[config.mk]
export PLATFORM = sky130hd
export DESIGN_NAME = programmable_memory
export DESIGN_NICKNAME = d
export VERILOG_FILES = /design/src/rtl/programmable_memory.sv
export SDC_FILE = /design/constraint.sdc
export NUM_CORES = 1
export LEC_CHECK = 0
export CAP_MARGIN = 20
export CORE_MARGIN = 2
export CORE_UTILIZATION = 25
export DETAILED_ROUTE_END_ITERATION = 8
export GPL_ROUTABILITY_DRIVEN = 0
export PLACE_DENSITY = 0.42
export REMOVE_ABC_BUFFERS = 1
export SLEW_MARGIN = 25
export SYNTH_ARGS = -nofsm -noshare
export SYNTH_HDL_FRONTEND = slang
export SYNTH_SLANG_ARGS = --single-unit
[constraint.sdc]
create_clock -name clk -period 4 [get_ports clk]
set_clock_uncertainty 0.2 [all_clocks]
set_input_delay 0.4 -clock clk [delete_from_list [all_inputs] [get_ports clk]]
set_output_delay 0.4 -clock clk [all_outputs]
set_load 0.005 [all_outputs]
[src/rtl/programmable_memory.sv]
// Parametrised CPU main memory: bus and manual-switch writes, a hardware clear
// sweep, and a streaming loader with a valid/ready handshake.
module programmable_memory #(
    parameter int DATA_WIDTH     = 8,
    parameter int ADDR_WIDTH     = 4,
    parameter bit CLEAR_ON_RESET = 1'b0
) (
    input  logic                  clk,
    input  logic                  rst,
    input  logic                  read_from_bus,
    input  logic                  manual_mode,
    input  logic                  manual_read,
    input  logic [ADDR_WIDTH-1:0] address,
    input  logic [DATA_WIDTH-1:0] program_switches,
    input  logic [DATA_WIDTH-1:0] bus_in,
    output logic [DATA_WIDTH-1:0] bus_out,
    input  logic                  clear_start,
    input  logic                  load_start,
    input  logic                  load_valid,
    input  logic [DATA_WIDTH-1:0] load_data,
    input  logic                  load_last,
    output logic                  load_ready,
    output logic                  busy,
    output logic [ADDR_WIDTH:0]   load_count,
    output logic                  overflow,
    output logic [1:0]            dbg_state
);
    localparam int DEPTH = 2 ** ADDR_WIDTH;
    localparam logic [ADDR_WIDTH-1:0] LAST_ADDR = ADDR_WIDTH'(DEPTH - 1);

    typedef enum logic [1:0] {
        ST_IDLE  = 2'd0,
        ST_CLEAR = 2'd1,
        ST_LOAD  = 2'd2
    } state_t;

    function automatic logic [DEPTH-1:0][DATA_WIDTH-1:0] power_up_image();
        logic [DEPTH-1:0][DATA_WIDTH-1:0] img;
        logic [4:0][7:0]                  boot;
        boot = {8'h60, 8'hE0, 8'h51, 8'hE0, 8'h58};
        img  = '0;
        for (int k = 0; k < 5 && k < DEPTH; k++) begin
            img[k] = DATA_WIDTH'(boot[k]);
        end
        return img;
    endfunction

    localparam logic [DEPTH-1:0][DATA_WIDTH-1:0] BOOT_IMAGE = power_up_image();

    // Contents are never touched by rst; the boot program is the power-up value.
    logic [DEPTH-1:0][DATA_WIDTH-1:0] mem_q = BOOT_IMAGE;

    state_t                  state_q, state_d;
    logic [ADDR_WIDTH-1:0]   ptr_q, ptr_d;
    logic [ADDR_WIDTH:0]     count_q, count_d;
    logic                    ovf_q, ovf_d;
    logic                    mem_we;
    logic [ADDR_WIDTH-1:0]   mem_waddr;
    logic [DATA_WIDTH-1:0]   mem_wdata;

    // Loader handshake: a beat transfers on a rising edge where load_valid and
    // load_ready are both 1; load_data/load_last are meaningful only then.
    always_comb begin
        state_d   = state_q;
        ptr_d     = ptr_q;
        count_d   = count_q;
        ovf_d     = ovf_q;
        mem_we    = 1'b0;
        mem_waddr = address;
        mem_wdata = program_switches;
        case (state_q)
            ST_IDLE: begin
                if (clear_start) begin
                    state_d = ST_CLEAR;
                    ptr_d   = '0;
                    count_d = '0;
                    ovf_d   = 1'b0;
                end else if (load_start && manual_mode) begin
                    state_d = ST_LOAD;
                    ptr_d   = '0;
                    count_d = '0;
                    ovf_d   = 1'b0;
                end else if (manual_mode && manual_read) begin
                    mem_we = 1'b1;
                end else if (!manual_mode && read_from_bus) begin
                    mem_we    = 1'b1;
                    mem_wdata = bus_in;
                end
            end
            ST_CLEAR: begin
                mem_we    = 1'b1;
                mem_waddr = ptr_q;
                mem_wdata = '0;
                ptr_d     = ptr_q + ADDR_WIDTH'(1);
                if (ptr_q == LAST_ADDR) state_d = ST_IDLE;
            end
            ST_LOAD: begin
                if (load_valid) begin
                    mem_we    = 1'b1;
                    mem_waddr = ptr_q;
                    mem_wdata = load_data;
                    ptr_d     = ptr_q + ADDR_WIDTH'(1);
                    count_d   = count_q + (ADDR_WIDTH + 1)'(1);
                    if (load_last) begin
                        state_d = ST_IDLE;
                    end else if (ptr_q == LAST_ADDR) begin
                        ovf_d   = 1'b1;
                        state_d = ST_IDLE;
                    end
                end
                // An abort restarts the sweep from word 0, overriding any beat outcome.
                if (clear_start) begin
                    state_d = ST_CLEAR;
                    ptr_d   = '0;
                    count_d = '0;
                    ovf_d   = 1'b0;
                end
            end
            default: state_d = ST_IDLE;
        endcase
    end

    always_ff @(posedge clk) begin
        if (rst) begin
            state_q <= CLEAR_ON_RESET ? ST_CLEAR : ST_IDLE;
            ptr_q   <= '0;
            count_q <= '0;
            ovf_q   <= 1'b0;
        end else begin
            state_q <= state_d;
            ptr_q   <= ptr_d;
            count_q <= count_d;
            ovf_q   <= ovf_d;
        end
    end

    always_ff @(posedge clk) begin
        if (!rst && mem_we) mem_q[mem_waddr] <= mem_wdata;
    end

    assign busy       = (state_q != ST_IDLE);
    assign load_ready = (state_q == ST_LOAD);
    assign load_count = count_q;
    assign overflow   = ovf_q;
    assign dbg_state  = state_q;
    assign bus_out    = busy ? '0 : mem_q[address];

endmodule

==> out/metrics.cfg <==
[logic_synthesis]
synth.cell_area_mm2 = 0.00613
avgSynthCellArea_um2 = 15.0
synth_seq_cells = 140
seq_area_frac_synth_pct = 66.6
synthMuxAreaShare_pct = 11.1
synth_top_area_share_pct = 62.7
synth_compound_area_share_pct = 10.1
synth_top_family_by_area = multiplexers
synth_xor_xnor_area_share_pct = 0.428
synth_fa_ha_area_share_pct = 1.22
synth_edf_count = 128
synth_top_area_cell = edfxtp_1
synth-simple-area-share_pct = 7.83
syn_inst = 408
synth.most_common_cell = edfxtp_1
synth_flop_cell = edfxtp_1
synthDistinctLibCells = 52
synth_area_leaders = edfxtp_1, mux2i_1, dfxtp_1
synthArstFlopShare_pct = 0
synth_common_cells = edfxtp_1, mux2i_1, a22oi_1, nand2_1, o21ai_0
yosys_warnings = 0

[cells_and_area]
post_route_cells_drive_above_1_share_pct = 16.4
area.growth.synth_to_final_pct = 26.7
n_antenna_cell = 0
ff_latch_area_mm2 = 0.00408
post-route-util_pct = 32.2
multiInputGateArea_mm2 = 0.00190
final_cells = 829
fillers = 2397
final_cell_area_mm2 = 0.00777
final_nets = 535

[routing]
dr.pass1.iters = 4
post-route-drc-count = 0
routedWlPerCell_um = 19.5
vias = 3824
ant_nets = 0
viasPerCell = 4.61
drt-total-wl_um = 16200
first_iter_violations = 360

[setup_path]
path_max_fanout = 15
cp_num_cells = 6
slowest_delay_ps = 850
reg2regPathDepth = 7
r2r-end = mem_q[77]$_DFFE_PP_
slowest_stage = clkdlybuf4s50_1
required_ps = 3400
crit_type = input port to primary output
rrSetupSlack_ps = 1020
r2r-start = dbg_state[0]$_SDFFE_PP0P_
cp_common_cell = clkdlybuf4s50_1
path_cells = clkdlybuf4s50_1 > nor2b_1 > nand2_1 > o2111ai_1 > o31ai_1 > clkdlybuf4s50_1
endpoint_kind = primary output
worst-path-buf-inv = 2
crit_arrival_ps = 2940
crit_family = buffers and inverters
setup.worst_path.start_class = input port

[floorplan]
fp.coreArea_mm2 = 0.0242
die_h_um = 161
dieArea_mm2 = 0.0258
die_w_um = 161
rows = 57
initial_core_util_pct = 25.4
io_pins = 55

[pwr]
ir_worst_vdd_uv = 172
p_per_area_mw_per_mm2 = 497
design_power_total_mw = 3.86
p_leak_nw = 2.69

[timing]
timing.hold.ws_ps = 302
setup_ws_ps = 464
tightestPinTransition_ps = 886
slew_headroom_pct = 41.0
fin_crit_ps = 3540
hold_violations = 0
setup_viol = 0
setup_tns_ps = 0
fmax_ghz = 0.283
drv_slew = 0
rsz0062_at_grt = no
fin_crit_sh_pct = 88.4

[clock_tree]
post-cts-setup-buffers = 0
cts.clk_slew.worst_paths_ps = 60
h-tree-depth = 4
cts.sink_count = 140
cts_max_path_buffers = 2
clk_latency_ps = 420
numCtsBuffers = 17
cts_root_buf = clkbuf_16
cts_tree = done
cts_resized = 0
cts.hold.buffers_added = 0

[place]
dp.cells = 797
dpl.hpwl_um = 11300
dpl_worst_slack_ps = 398
place_area_mm2 = 0.00719
port_buffers = 54

[hold_path]
min_from = overflow$_SDFFE_PP0P_
whs_endpoint = overflow$_SDFFE_PP0P_
hold_depth = 2
min_path_type = flop to flop

[grt]
antenna_found_initial = 0
grt_pass1_wl_um = 24200
grt_pass1_vias = 3970
grt.total_usage_pct = 12.8
grt_max_degree = 28
overflow = 0

[job]
drv_cap = 0

[outcome]
status = complete, no violations

==> layer usage <==
metal | vias to the layer above | global-route usage, % | routed length [um]
met4 | 0 | 3.07 | 107
met2 | 71 | 21.8 | 8080
met1 | 1947 | 16.2 | 7340
met3 | 10 | 3.67 | 625
li1 | 1796 | - | -
met5 | - | 0 | 0
==> worst min-delay path: stages, from the launching register on <==
cell     delay [ps]
dfxtp_1         340
a31oi_1          50
nor2_1           80
==> cell families (layout without fill, tap and decap cells) <==
logic type | after synthesis | after routing
DFF | 140 | 140
xor gates and xnor gates | 3 | 3
buffers and inverters | 26 | 123
muxes | 57 | 57
adders and majority gates | 6 | 6
and+or+nand+nor | 90 | 90
AOI/OAI and AO/OA | 86 | 86
==> where the power goes <==
group / internal, mW / switching (mW) / total [mW]
Sequential: 1.70 / 0.0180 / 1.72
Combinational: 0.232 / 0.363 / 0.595
Clock: 0.882 / 0.667 / 1.55
==> layout by cell type (no fill, tap or decap), drive strengths merged, types with 12 or more instances in the layout <==
master / Yosys / layout
mux2i: 48 / 48
o21ai: 21 / 21
nand2: 23 / 23
buf: 14 / 31
a22oi: 27 / 27
dfxtp: 12 / 12
clkbuf: 5 / 17
edfxtp: 128 / 128
clkdlybuf4s50: 0 / 53
inv: 7 / 16
==> layout make-up <==
type,instances,area share [%]
Timing Repair Buffer,84,9.98
Inverter,7,0.338
Tap cell,324,5.21
Multi-Input combinational cell,242,24.5
Clock buffer,17,5.47
Clock inverter,15,2.00
Sequential cell,140,52.5
==> state kept, by name (all words and copies together) (netlist names) <==
name	count
dbg_state	2
load_count	5
mem_q	128
overflow	1
ptr_q	4
==> worst max-delay path by stage <==
stage,from,endpoint,slack [ps]
2_1_floorplan,dbg_state[0]$_SDFFE_PP0P_,mem_q[0]$_DFFE_PP_,1010
3_3_place_gp,address[1],bus_out[0],480
3_5_place_dp,address[1],bus_out[0],400
4_1_cts,address[1],bus_out[0],400
5_1_grt,address[1],bus_out[0],300
6_report,address[1],bus_out[3],460
(Power assumes the default switching activity.)
